$ cat src/rtl/hp_pkg.sv
// Shared constants for the alarm monitor: register offsets, CTRL/STATUS bit
// positions, channel limit and the clear-hold state type.
package hp_pkg;

   localparam int MAX_CH = 16;

   localparam logic [31:0] OFS_CTRL   = 32'h0000_0000;
   localparam logic [31:0] OFS_STATUS = 32'h0000_0004;
   localparam logic [31:0] OFS_CLEAR  = 32'h0000_0008;
   localparam logic [31:0] OFS_CNT0   = 32'h0000_000C;

   localparam int CTRL_EN_LSB      = 0;
   localparam int CTRL_IRQ_EN_BIT  = 16;
   localparam int STATUS_LATCH_LSB = 0;
   localparam int STATUS_BUSY_BIT  = 31;

   typedef enum logic {
      CLR_IDLE = 1'b0,
      CLR_HOLD = 1'b1
   } clr_state_t;

   function automatic logic [31:0] cnt_offset(input int ch);
      return OFS_CNT0 + 32'(4 * ch);
   endfunction

endpackage

$ cat src/rtl/hp_alarm_chan.sv
// One alarm channel: 2-flop synchronizer, rising-edge detect, sticky latch and
// saturating event counter.
module hp_alarm_chan #(
   parameter int CTR_W = 8
) (
   input  logic             clk,
   input  logic             reset,
   input  logic             alarm,
   input  logic             enable,
   input  logic             clear,
   output logic             latch,
   output logic [CTR_W-1:0] count
);

   logic sync_q1;
   logic sync_q2;
   logic edge_q;
   logic evt;

   assign evt = sync_q2 & ~edge_q & enable;

   always_ff @(posedge clk) begin
      if (reset) begin
         sync_q1 <= 1'b0;
         sync_q2 <= 1'b0;
         edge_q  <= 1'b0;
         latch   <= 1'b0;
         count   <= '0;
      end else begin
         sync_q1 <= alarm;
         sync_q2 <= sync_q1;
         edge_q  <= sync_q2;
         // an event landing on the clear cycle survives as the first new count
         if (clear) begin
            latch <= evt;
            count <= evt ? CTR_W'(1) : '0;
         end else if (evt) begin
            latch <= 1'b1;
            if (count != '1) begin
               count <= count + CTR_W'(1);
            end
         end
      end
   end

endmodule

$ cat src/rtl/hp_alarm_monitor.sv
// Alarm monitor with wishbone register access and delayed channel clear.
// Define HP_ALARM_IRQ_EN to build the CTRL irq_en bit and the irq_o logic.
//
// clear-hold FSM
//   state    | meaning
//   CLR_IDLE | no clear pending
//   CLR_HOLD | pending mask held, hold_tmr counting down to terminal count
module hp_alarm_monitor
   import hp_pkg::*;
#(
   parameter int          NUM_CH       = 4,
   parameter int          CTR_W        = 8,
   parameter int          RESET_SHR    = 16,
   parameter logic [31:0] BASE_ADDRESS = 32'h3000_0000
) (
   input  logic              wb_clk_i,
   input  logic              reset,
   input  logic              wbs_cyc_i,
   input  logic              wbs_stb_i,
   input  logic              wbs_we_i,
   input  logic [31:0]       wbs_adr_i,
   input  logic [31:0]       wbs_dat_i,
   output logic              wbs_ack_o,
   output logic              wbs_stl_o,
   output logic [31:0]       wbs_dat_o,
   input  logic [NUM_CH-1:0] alarm_i,
   output logic [NUM_CH-1:0] alarm_latch_o,
   output logic              irq_o
);

   localparam int TMR_W = $clog2(RESET_SHR);
   localparam logic [TMR_W-1:0] TMR_LOAD = TMR_W'(RESET_SHR - 1);

   logic [31:0]       offset;
   logic              req;
   logic              hit;
   logic [31:0]       rdata;
   logic              ctrl_wr;
   logic              clr_wr;
   logic [NUM_CH-1:0] wr_mask;
   logic [NUM_CH-1:0] ch_en;
   logic [NUM_CH-1:0] latch;
   logic [NUM_CH-1:0] clr_now;
   logic [NUM_CH-1:0] pend_mask;
   logic [CTR_W-1:0]  cnt [NUM_CH];
   clr_state_t        clr_state;
   logic [TMR_W-1:0]  hold_tmr;
   logic              unused_dat;

   assign offset    = wbs_adr_i - BASE_ADDRESS;
   assign req       = wbs_cyc_i & wbs_stb_i;
   assign ctrl_wr   = req & wbs_we_i & (offset == OFS_CTRL);
   assign clr_wr    = req & wbs_we_i & (offset == OFS_CLEAR);
   assign wr_mask   = wbs_dat_i[NUM_CH-1:0];
   assign wbs_stl_o = 1'b0;
   assign unused_dat = ^wbs_dat_i;

`ifdef HP_ALARM_IRQ_EN
   logic irq_en;

   always_ff @(posedge wb_clk_i) begin
      if (reset) begin
         irq_en <= 1'b0;
         irq_o  <= 1'b0;
      end else begin
         if (ctrl_wr) begin
            irq_en <= wbs_dat_i[CTRL_IRQ_EN_BIT];
         end
         irq_o <= irq_en & (|latch);
      end
   end
`else
   assign irq_o = 1'b0;
`endif

   always_comb begin
      hit   = 1'b0;
      rdata = '0;
      if (offset == OFS_CTRL) begin
         hit = 1'b1;
         rdata[CTRL_EN_LSB +: NUM_CH] = ch_en;
`ifdef HP_ALARM_IRQ_EN
         rdata[CTRL_IRQ_EN_BIT] = irq_en;
`endif
      end else if (offset == OFS_STATUS) begin
         hit = 1'b1;
         rdata[STATUS_LATCH_LSB +: NUM_CH] = latch;
         rdata[STATUS_BUSY_BIT] = (clr_state == CLR_HOLD);
      end else if (offset == OFS_CLEAR) begin
         hit = 1'b1;
      end else begin
         for (int i = 0; i < NUM_CH; i++) begin
            if (offset == cnt_offset(i)) begin
               hit = 1'b1;
               rdata[CTR_W-1:0] = cnt[i];
            end
         end
      end
   end

   always_ff @(posedge wb_clk_i) begin
      if (reset) begin
         wbs_ack_o <= 1'b0;
         wbs_dat_o <= '0;
         ch_en     <= '0;
      end else begin
         wbs_ack_o <= req & hit;
         wbs_dat_o <= (req & hit & ~wbs_we_i) ? rdata : '0;
         if (ctrl_wr) begin
            ch_en <= wbs_dat_i[CTRL_EN_LSB +: NUM_CH];
         end
      end
   end

   // a CLEAR write on the terminal-count cycle restarts or cancels the hold instead
   assign clr_now = (clr_state == CLR_HOLD && !clr_wr && hold_tmr == '0) ? pend_mask : '0;

   always_ff @(posedge wb_clk_i) begin
      if (reset) begin
         clr_state <= CLR_IDLE;
         pend_mask <= '0;
         hold_tmr  <= '0;
      end else begin
         case (clr_state)
            CLR_IDLE: begin
               if (clr_wr && (|wr_mask)) begin
                  pend_mask <= wr_mask;
                  hold_tmr  <= TMR_LOAD;
                  clr_state <= CLR_HOLD;
               end
            end
            CLR_HOLD: begin
               if (clr_wr) begin
                  if (|wr_mask) begin
                     pend_mask <= pend_mask | wr_mask;
                     hold_tmr  <= TMR_LOAD;
                  end else begin
                     pend_mask <= '0;
                     clr_state <= CLR_IDLE;
                  end
               end else if (hold_tmr == '0) begin
                  pend_mask <= '0;
                  clr_state <= CLR_IDLE;
               end else begin
                  hold_tmr <= hold_tmr - TMR_W'(1);
               end
            end
            default: begin
               clr_state <= CLR_IDLE;
               pend_mask <= '0;
            end
         endcase
      end
   end

   for (genvar g = 0; g < NUM_CH; g++) begin : g_chan
      hp_alarm_chan #(
         .CTR_W(CTR_W)
      ) u_chan (
         .clk    (wb_clk_i),
         .reset  (reset),
         .alarm  (alarm_i[g]),
         .enable (ch_en[g]),
         .clear  (clr_now[g]),
         .latch  (latch[g]),
         .count  (cnt[g])
      );
   end

   assign alarm_latch_o = latch;

endmodule

$ cat config.mk
export PLATFORM = sky130hd
export DESIGN_NAME = hp_alarm_monitor
export DESIGN_NICKNAME = d
export VERILOG_FILES = /design/src/rtl/hp_pkg.sv /design/src/rtl/hp_alarm_chan.sv /design/src/rtl/hp_alarm_monitor.sv
export SDC_FILE = /design/constraint.sdc
export NUM_CORES = 1
export LEC_CHECK = 0
export ABC_AREA = 1
export CAP_MARGIN = 20
export CORE_UTILIZATION = 49
export CTS_CLUSTER_SIZE = 28
export DETAILED_ROUTE_END_ITERATION = 10
export HOLD_SLACK_MARGIN = 0.08
export PLACE_DENSITY_LB_ADDON = 0.08
export SYNTH_ARGS = -nofsm -noshare
export SYNTH_HDL_FRONTEND = slang
export SYNTH_SLANG_ARGS = --single-unit
$ cat constraint.sdc
create_clock -name wb_clk_i -period 2.1 [get_ports wb_clk_i]
set_clock_uncertainty 0.2 [all_clocks]
set_input_delay 0.315 -clock wb_clk_i [delete_from_list [all_inputs] [get_ports wb_clk_i]]
set_output_delay 0.315 -clock wb_clk_i [all_outputs]
set_load 0.005 [all_outputs]
==> metrics.md, run 1 <==
| Metric | Value |
|---|---|
| Status | `completed` |
| Simple-gate portion of the synthesized area | `35.4%` |
| DIE AREA | `8690 µm²` |
| Grt total ovfl | `0` |
| Syn Inst Count | `562` |
| Worst skew pair latency | `0.35 ns` |
| Initial antenna violation count | `0` |
| Drt via density | `5.10` |
| Reg-to-reg slack, setup | `0.18 ns` |
| GRT Overall Usage | `24.0%` |
| F_max | `0.503 GHz` |
| Num rows | `32` |
| Power per cell area | `541 nW/µm²` |
| Cell class contributing the biggest share of worst-path delay | `simple AND/OR/NAND/NOR gates` |
| Routed via count | `3922` |
| Post-synth top area share | `34.9%` |
| Placed Area | `4950 µm²` |
| CTS Buf Count | `9` |
| Largest fanout on the critical path | `6` |
| Library cells used by synthesis | `38` |
| Storage element area | `1420 µm²` |
| Commonest cells in the netlist | `nand2_1, nor2_1, dfxtp_1, nand3_1, inv_1` |
| Startpoint class of the critical path | `primary input` |
| Synthesized area | `4080 µm²` |
| Final net count | `742` |
| Count of final setup violators | `0` |
| Worst slew margin | `61.1%` |
| Flop pwr share | `48.2%` |
| CP arrival | `2.04 ns` |
| Cell Chain, Critical Path | `clkdlybuf4s50_1 -> nand2_1 -> inv_1 -> nand2_1 -> nor2_1 -> nand2_2 -> nor2_4 -> nand2_4 -> nand4_2 -> nand2_1 -> a21oi_1 -> nor2_1` |
| Main combinational cell family by area after synthesis | `simple AND/OR/NAND/NOR gates` |
| Dpl cells | `754` |
| Top FF cell, synth | `dfxtp_1` |
| Cell depth of the worst setup path | `12` |
| Clock network power share | `45.0%` |
| Pre-Repair DR Iteration Count | `5` |
| R2R Path End | `g_chan[1].u_chan.count[2]` |
| WS Path Type | `in -> reg` |
| CTS Sinks | `71` |
| Vias in the first global route | `3627` |
| Leak pwr | `2.12 nW` |
| Clk buf depth | `2` |
| Mean Syn Cell Area | `7.25 µm²` |
| Post-synthesis mux area share | `0%` |
| Final period utilization | `94.7%` |
| DRC | `0` |
| Largest net degree at the start of global routing | `22` |
| Fraction of registers with async set/reset | `0%` |
| Clock transition at path regs | `0.08 ns` |
| Diode count | `0` |
| Layout cells sized above 1 | `16.9%` |
| Layout Utilization | `65.9%` |
| IO buf count | `58` |
| Routed wire length | `9890 µm` |
| CTS tree | `yes` |
| Gate power share | `6.8%` |
| Multi-input logic area | `2180 µm²` |
| Sw Ratio | `22.1%` |
| H-tree levels | `3` |
| GP Congestion | `0.905` |
| Sequential share of the synthesized area | `34.9%` |
| Fraction of the mapped netlist area in adder cells | `1.84%` |
| CP Capture Point | `g_chan[3].u_chan.count[5]` |
| Antenna Violating Nets Remaining | `0` |
| Fillers | `723` |
| CP Launch Point | `wbs_adr_i[29]` |
| Hold Vio Cnt, Final | `0` |
| Synth-to-layout area growth | `27.5%` |
| Reg2Reg Launch Point | `g_chan[1].u_chan.count[1]` |
| Initial Utilization | `51.7%` |
| Final Max Tran Viols | `0` |
| Critical Path Most Common Cell | `nand2_1` |
| Worst stage delay on the critical path | `0.45 ns` |
| Number of synthesized flops with an enable pin | `0` |
| Hold-critical path depth | `2` |
| Starting DRT DRC Count | `232` |
| Core area | `7890 µm²` |
| Layout Cells excl Fill | `769` |
| WL/cell | `12.9 µm` |
| Syn. warnings | `0` |
| Post-Synth XOR/XNOR Area | `4.08%` |
| Worst-margin pin slew | `0.583 ns` |
| Post-CTS setup buffers | `0` |
| Post-synth top area cell | `dfxtp_1` |
| Net Sw Power | `0.621 mW` |
| Register bit total from synthesis | `71` |
| Clock root cell | `clkbuf_8` |
| RSZ-0062 raised after global routing | `false` |
| First-pass GRT wire length | `16200 µm` |
| Area contributors post-synth | `dfxtp_1, nand3_1, nand2_1, nor2_1, a21oi_1` |
| Critical path buffers and inverters | `2` |
| CP max stage cell | `clkdlybuf4s50_1` |
| Fin area | `5200 µm²` |
| Worst min-delay path class | `reg -> reg` |
| Max-Cap Viols | `0` |
| WP data required | `2.15 ns` |
| Tmin final | `1.99 ns` |
| Die height | `93.2 µm` |
| Die X | `93.2 µm` |
| Synth Area in Compound Gates | `9.42%` |
| Io pins | `112` |
| Int Pwr | `2.19 mW` |
| Detail Placement HPWL | `7700 µm` |
| Max VDD drop | `0.000355 V` |
| R2r worst-path depth | `8` |
| Worst Setup End Kind | `register` |
[layer usage]
layer  part of all wire [%]  GRT usage [%]
met2                     48           40.4
met3                    6.4           5.69
met4                    1.4           8.72
met1                     45           29.7
met5                      0              0
[registers in the layout, summed over array words and instances, names as in the netlist]
signal / flops
ch_en: 4
clr_state: 1
g_chan.u_chan.count: 32
g_chan.u_chan.edge_q: 4
g_chan.u_chan.latch: 4
g_chan.u_chan.sync_q1: 4
g_chan.u_chan.sync_q2: 4
hold_tmr: 4
pend_mask: 4
wbs_ack_o: 1
wbs_dat_o: 9
[cell usage in the layout, fill, tap and decap left out, drive strengths merged, types with 14 or more instances in the layout]
| cell | instances |
|---|---|
| a21oi | 47 |
| inv | 72 |
| nand4 | 17 |
| nor3 | 14 |
| dfxtp | 71 |
| nand2 | 82 |
| clkdlybuf4s50 | 58 |
| conb | 25 |
| nand3 | 78 |
| nor2 | 81 |
| buf | 50 |
[through the flow]
stage | setup WS (ns) | hold WS (ns) | total power, mW | TNS (ns)
after global placement | -0.190 | 0.189 | 1.58 | -7.93
after floorplan | 0.277 | 0.188 | 1.50 | 0
after detailed placement | -0.247 | 0.193 | 1.58 | -9.03
after CTS | 0.127 | 0.204 | 2.84 | 0
after global routing | 0.0254 | 0.213 | 2.92 | 0
final | 0.112 | 0.202 | 2.81 | 0
[power by group through the flow]
stage	logic, mW	registers (mW)	clock network (mW)
2_1_floorplan	0.108	1.39	0
3_3_place_gp	0.187	1.39	0
3_5_place_dp	0.190	1.39	0
4_1_cts	0.191	1.36	1.29
5_1_grt	0.210	1.36	1.35
6_report	0.191	1.36	1.26
[final cells by class]
| type | instances | share of cell area (%) |
|---|---|---|
| clock buffers | 11 | 2.91 |
| repair buffers | 108 | 18.6 |
| well taps | 102 | 2.45 |
| clock inverters | 4 | 1.47 |
| multi-input cells | 400 | 41.9 |
| flip-flops and latches | 71 | 27.3 |
| inverters | 73 | 5.27 |
[worst register-to-register path, delay by kind of cell (launching register included)]
family / cells / cell delay (ns)
AOI/OAI and AO/OA: 2 / 0.29
adders and majority gates: 1 / 0.24
buffers and inverters: 1 / 0.17
and+or+nand+nor: 4 / 0.48
DFF: 1 / 0.43
[logic make-up after synthesis]
group | Yosys count
AOI/OAI and AO/OA | 71
xor gates and xnor gates | 19
adders and majority gates | 6
buffers and inverters | 115
DFF | 71
other | 1
and+or+nand+nor | 279
[worst min-delay path by stage]
stage                                    end  slack [ns]                startpoint
floorplan           g_chan[0].u_chan.sync_q2        0.19  g_chan[0].u_chan.sync_q1
global placement    g_chan[3].u_chan.sync_q2        0.19  g_chan[3].u_chan.sync_q1
detailed placement  g_chan[1].u_chan.sync_q2        0.19  g_chan[1].u_chan.sync_q1
CTS                 g_chan[1].u_chan.sync_q2        0.20  g_chan[1].u_chan.sync_q1
global route        g_chan[0].u_chan.sync_q2        0.21  g_chan[0].u_chan.sync_q1
finish              g_chan[1].u_chan.sync_q2        0.20  g_chan[1].u_chan.sync_q1
[timing repair]
action	4_1_cts	5_1_grt
endpoints found under the hold margin	0	0
hold buffers	0	0
endpoints found under the setup margin	0	7
resized for setup	0	4
(Power assumes the default switching activity.)
==> run 2: changes to the inputs <==
--- a/config.mk
+++ b/config.mk
@@ -10,6 +10,7 @@
 export CORE_UTILIZATION = 49
 export CTS_CLUSTER_SIZE = 28
 export DETAILED_ROUTE_END_ITERATION = 10
+export GPL_ROUTABILITY_DRIVEN = 0
 export HOLD_SLACK_MARGIN = 0.08
 export PLACE_DENSITY_LB_ADDON = 0.08
 export SYNTH_ARGS = -nofsm -noshare
==> metrics.md, run 2 (synthesized netlist as in run 1, its figures left out) <==
| Metric | Value |
|---|---|
| Critical path buffers and inverters | `3` |
| Cell Chain, Critical Path | `clkdlybuf4s50_1 -> nor2_1 -> nand2_1 -> nor2_4 -> nand2_1 -> nor2_2 -> buf_4 -> nand2_2 -> inv_1 -> nand2_1 -> o211ai_1 -> nor2_1 -> nor2_1` |
| Die height | `93.2 µm` |
| Worst stage delay on the critical path | `0.39 ns` |
| Routed wire length | `9630 µm` |
| Cell class contributing the biggest share of worst-path delay | `simple AND/OR/NAND/NOR gates` |
| Clk buf depth | `2` |
| Core area | `7890 µm²` |
| Worst Setup End Kind | `register` |
| Most common cell after layout, fill and taps aside | `nor2_1` |
| Detail Placement HPWL | `7570 µm` |
| Dpl cells | `755` |
| WL/cell | `12.5 µm` |
| Hold wc startpoint | `g_chan[3].u_chan.sync_q1` |
| Final Max Tran Viols | `0` |
| Largest net degree at the start of global routing | `24` |
| Net Sw Power | `0.603 mW` |
| Startpoint class of the critical path | `primary input` |
| Diode count | `0` |
| Die X | `93.2 µm` |
| Grt total ovfl | `0` |
| First-pass GRT wire length | `16000 µm` |
| Layout Cells excl Fill | `773` |
| Final net count | `745` |
| Hold Vio Cnt, Final | `0` |
| Cts hold-fix bufs | `0` |
| Initial Utilization | `51.7%` |
| Worst skew pair latency | `0.35 ns` |
| F_max | `0.502 GHz` |
| Antenna Violating Nets Remaining | `0` |
| Clock network power share | `38.6%` |
| Flop pwr share | `53.8%` |
| Pre-Repair DR Iteration Count | `4` |
| Fillers | `706` |
| Count of final setup violators | `0` |
| Met2 Track Usage GR | `39.7%` |
| Clock transition at path regs | `0.08 ns` |
| Max VDD drop | `0.000474 V` |
| Clock root cell | `clkbuf_8` |
| Met1 usage | `30.3%` |
| Multi-input logic area | `2170 µm²` |
| CTS tree | `yes` |
| Initial antenna violation count | `0` |
| Status | `completed` |
| CP arrival | `2.07 ns` |
| Commonest cells after routing, fill and taps aside | `nor2_1, nand2_1, dfxtp_1` |
| WS Path Type | `in -> reg` |
| Max reg flops | `32` |
| Synth-to-layout area growth | `26.5%` |
| H-tree levels | `3` |
| IO buf count | `58` |
| Drt via density | `5.02` |
| Final period utilization | `94.9%` |
| Vias in the first global route | `3546` |
| Max-Cap Viols | `0` |
| Int Pwr | `1.92 mW` |
| Tot Pwr | `2.52 mW` |
| WP data required | `2.18 ns` |
| Gate power share | `7.6%` |
| CTS Sinks | `71` |
| Largest fanout on the critical path | `4` |
| Reg2Reg Launch Point | `g_chan[1].u_chan.count[1]` |
| Tmin final | `1.99 ns` |
| Starting DRT DRC Count | `277` |
| GRT Overall Usage | `23.7%` |
| CP Launch Point | `wbs_adr_i[8]` |
| Met3 Use GR | `4.55%` |
| Io pins | `112` |
| Num rows | `32` |
| Power per cell area | `489 nW/µm²` |
| RSZ-0062 raised after global routing | `true` |
| Top flop regs | `g_chan.u_chan.count (32), wbs_dat_o (9)` |
| Routed via count | `3881` |
| DIE AREA | `8690 µm²` |
| Sw Ratio | `23.9%` |
| Storage element area | `1420 µm²` |
| Largest Register | `g_chan.u_chan.count` |
| DRC | `0` |
| Leak pwr | `2.13 nW` |
| Worst min-delay path class | `reg -> reg` |
| CTS Buf Count | `9` |
| CP max stage cell | `clkdlybuf4s50_1` |
| Busiest grt layer | `met2` |
| Layout cells sized above 1 | `17.0%` |
## run 2: changes by cell type in the layout (fill, tap and decap cells not counted), sizes merged
| cell | delta |
|---|---|
| buf | +3 |
| clkinv | +3 |
| bufinv | -2 |
## run 2: power by group through the flow
| stage | sequential (mW) | combinational, mW | clock (mW) |
|---|---|---|---|
| 2_1_floorplan | 1.39 | 0.108 | 0 |
| 3_3_place_gp | 1.39 | 0.189 | 0 |
| 3_5_place_dp | 1.39 | 0.192 | 0 |
| 4_1_cts | 1.36 | 0.193 | 1.00 |
| 5_1_grt | 1.36 | 0.214 | 1.06 |
| 6_report | 1.36 | 0.193 | 0.973 |
## run 2: timing repair
action | CTS | global route
setup endpoints to repair | 0 | 11
buffers inserted | 0 | 2
resized for setup | 0 | 3
hold endpoints to repair | 0 | 0
## run 2: worst min-delay path: stages, from the launching register on
cell,delay [ns]
dfxtp_1,0.30
inv_1,0.04
nor2_1,0.03
## run 2: area by class of cell
type / count / share of cell area (%)
repair buffers: 111 / 19.2
well taps: 102 / 2.47
clock buffers: 11 / 2.74
multi-input cells: 400 / 42.1
flip-flops and latches: 71 / 27.6
inverters: 73 / 5.31
clock inverters: 5 / 0.607
## run 2: worst paths after layout
| check | slack [ns] | cells past startpoint | to |
|---|---|---|---|
| setup / recovery | 0.11 | 13 | wbs_dat_o[6] |
| hold / removal | 0.20 | 2 | g_chan[3].u_chan.sync_q2 |
| setup reg to reg | 0.20 | 8 | g_chan[1].u_chan.count[6] |
| hold reg to reg | 0.20 | 2 | g_chan[3].u_chan.sync_q2 |
## run 2: per-stage QoR
step	utilization, %	hold slack (ns)	cell area (µm²)	setup slack (ns)	TNS [ns]
CTS	65.1	0.204	5130	0.110	0
detailed placement	62.9	0.195	4960	-0.259	-8.89
global route	65.4	0.231	5160	-0.0187	-0.0795
global placement	62.9	0.192	4960	-0.214	-8.11
floorplan	-	0.188	4170	0.277	0
finish	65.4	0.204	5160	0.107	0
## run 2: routing by layer
metal / share of wire [%] / vias up
li1: - / 2002
met5: 0 / -
met4: 1.5 / 0
met3: 5.7 / 13
met1: 46 / 1758
met2: 47 / 108
==> run 3: changes to the inputs <==
--- a/config.mk
+++ b/config.mk
@@ -8,11 +8,13 @@
 export ABC_AREA = 1
 export CAP_MARGIN = 20
 export CORE_UTILIZATION = 49
-export CTS_CLUSTER_SIZE = 28
+export CTS_CLUSTER_SIZE = 40
 export DETAILED_ROUTE_END_ITERATION = 10
 export GPL_ROUTABILITY_DRIVEN = 0
 export HOLD_SLACK_MARGIN = 0.08
 export PLACE_DENSITY_LB_ADDON = 0.08
+export RECOVER_POWER = 50
+export SETUP_SLACK_MARGIN = 0.05
 export SYNTH_ARGS = -nofsm -noshare
 export SYNTH_HDL_FRONTEND = slang
 export SYNTH_SLANG_ARGS = --single-unit
==> metrics.md, run 3 (synthesized netlist as in run 1, its figures left out) <==
| Metric | Value |
|---|---|
| Worst Setup End Kind | `register` |
| DRC | `0` |
| Detail Placement HPWL | `7570 µm` |
| Layout cells sized above 1 | `18.4%` |
| Grt total ovfl | `0` |
| GRT Overall Usage | `23.7%` |
| Top flop regs | `g_chan.u_chan.count (32), wbs_dat_o (9)` |
| Worst-margin pin slew | `1.03 ns` |
| Initial Utilization | `51.7%` |
| Starting DRT DRC Count | `206` |
| Worst min-delay path class | `reg -> reg` |
| Largest fanout on the critical path | `5` |
| WHS Endpoint | `g_chan[3].u_chan.sync_q2` |
| Fin area | `5240 µm²` |
| CTS tree | `yes` |
| Io pins | `112` |
| Hold wc startpoint | `g_chan[3].u_chan.sync_q1` |
| Synth-to-layout area growth | `28.6%` |
| CTS Buf Count | `9` |
| Core area | `7890 µm²` |
| Drt via density | `5.07` |
| Max-Cap Viols | `0` |
| Vias in the first global route | `3546` |
| IO buf count | `58` |
| Commonest cells after routing, fill and taps aside | `nand3_1, dfxtp_1, nor2_1, nand2_1, inv_1` |
| Final period utilization | `94.4%` |
| Placed Area | `4960 µm²` |
| Leak pwr | `2.19 nW` |
| CP arrival | `2.06 ns` |
| Largest net degree at the start of global routing | `24` |
| R2R Path End | `g_chan[3].u_chan.count[5]` |
| Initial antenna violation count | `0` |
| H-tree levels | `3` |
| Largest Register | `g_chan.u_chan.count` |
| Antenna Violating Nets Remaining | `0` |
| WL/cell | `12.7 µm` |
| Clock transition at path regs | `0.08 ns` |
| Count of final setup violators | `0` |
| Startpoint class of the critical path | `primary input` |
| Reg2Reg Launch Point | `g_chan[3].u_chan.count[1]` |
| F_max | `0.504 GHz` |
| Status | `completed` |
| Final net count | `747` |
| Power per cell area | `482 nW/µm²` |
| Die X | `93.2 µm` |
| Clock root cell | `clkbuf_8` |
| DIE AREA | `8690 µm²` |
| Pre-Repair DR Iteration Count | `6` |
| Routed wire length | `9880 µm` |
| Max VDD drop | `0.000471 V` |
| Hold Vio Cnt, Final | `0` |
| Hold-critical path depth | `2` |
| Worst skew pair latency | `0.35 ns` |
| RSZ-0062 raised after global routing | `true` |
| Final Max Tran Viols | `0` |
| WS Path Type | `in -> reg` |
| WP data required | `2.18 ns` |
| First-pass GRT wire length | `16000 µm` |
| Max reg flops | `32` |
| Reg-to-reg slack, setup | `0.21 ns` |
| Routed via count | `3931` |
| Tmin final | `1.98 ns` |
| Clk buf depth | `2` |
| CTS Sinks | `71` |
| Tot Pwr | `2.53 mW` |
| Num rows | `32` |
| Cts hold-fix bufs | `0` |
| Worst slew margin | `31.5%` |
| R2r worst-path depth | `8` |
| Die height | `93.2 µm` |
| Diode count | `0` |
run 3: cell count changes in the layout (fill, tap and decap cells not counted), moves of 3 or more:
| cell | previous run | this run |
|---|---|---|
| dlygate4sd3_1 | 0 | 15 |
| nand2_1 | 72 | 68 |
| clkdlybuf4s50_1 | 58 | 43 |
| nand2_2 | 8 | 12 |
| nor2_1 | 73 | 68 |
| nor2_2 | 2 | 5 |
| buf_4 | 52 | 49 |
run 3: how the worst max path moves through the flow:
| stage | startpoint | end | slack (ns) | depth (start not counted) |
|---|---|---|---|---|
| floorplan | g_chan[2].u_chan.count[0] | g_chan[2].u_chan.count[2] | 0.28 | 10 |
| global placement | wbs_adr_i[13] | wbs_dat_o[0] | -0.21 | 11 |
| detailed placement | wbs_adr_i[29] | g_chan[3].u_chan.count[5] | -0.26 | 12 |
| CTS | wbs_adr_i[13] | wbs_dat_o[0] | 0.11 | 11 |
| global route | wbs_adr_i[6] | ch_en[2] | 0.0004 | 12 |
| finish | wbs_adr_i[11] | wbs_dat_o[2] | 0.12 | 11 |
run 3: cell type report:
cell class | instances | area (µm²)
repair buffers | 112 | 1010
flip-flops and latches | 71 | 1420
clock buffers | 11 | 141
inverters | 73 | 274
clock inverters | 5 | 31.3
multi-input cells | 401 | 2240
well taps | 102 | 128
fillers | 698 | 2640
run 3: what timing repair did:
| action | 4_1_cts | 5_1_grt |
|---|---|---|
| resized for setup | 0 | 21 |
| setup endpoints to repair | 0 | 33 |
| setup buffers | 0 | 3 |
run 3: report_power, final:
| group | internal [mW] | switching (mW) | leakage (nW) |
|---|---|---|---|
| sequential | 1.35 | 0.00211 | 0.574 |
| clock | 0.459 | 0.517 | 0.0895 |
| combinational | 0.104 | 0.0892 | 1.53 |
| total | 1.92 | 0.608 | 2.19 |
run 3: critical path, cell delays in order:
cell and delay, ns:
clkdlybuf4s50_1 0.39, nor2_1 0.13, nand2_2 0.09, buf_4 0.14
nor3_1 0.21, nand3_2 0.13, nor2_1 0.20, nor2_2 0.09
nand3_4 0.08, nand3_4 0.13, nor2_1 0.15
run 3: stage by stage:
stage,hold WS (ns),worst slack (ns),setup TNS (ns),std cells,utilization [%]
floorplan,0.188,0.277,0,586,-
global placement,0.192,-0.214,-8.11,755,62.9
detailed placement,0.195,-0.259,-8.89,755,62.9
CTS,0.204,0.110,0,771,65.1
global route,0.231,0.000353,0,775,66.5
finish,0.204,0.118,0,775,66.5
run 3: routing by layer:
metal / vias to the layer above / wire (µm) / GRT usage [%] / part of all wire, %
li1: 2007 / - / - / -
met5: - / 0 / 0 / 0
met1: 1797 / 4510 / 30.3 / 46
met4: 0 / 155 / 8.21 / 1.6
met2: 116 / 4700 / 39.7 / 48
met3: 11 / 521 / 4.55 / 5.3
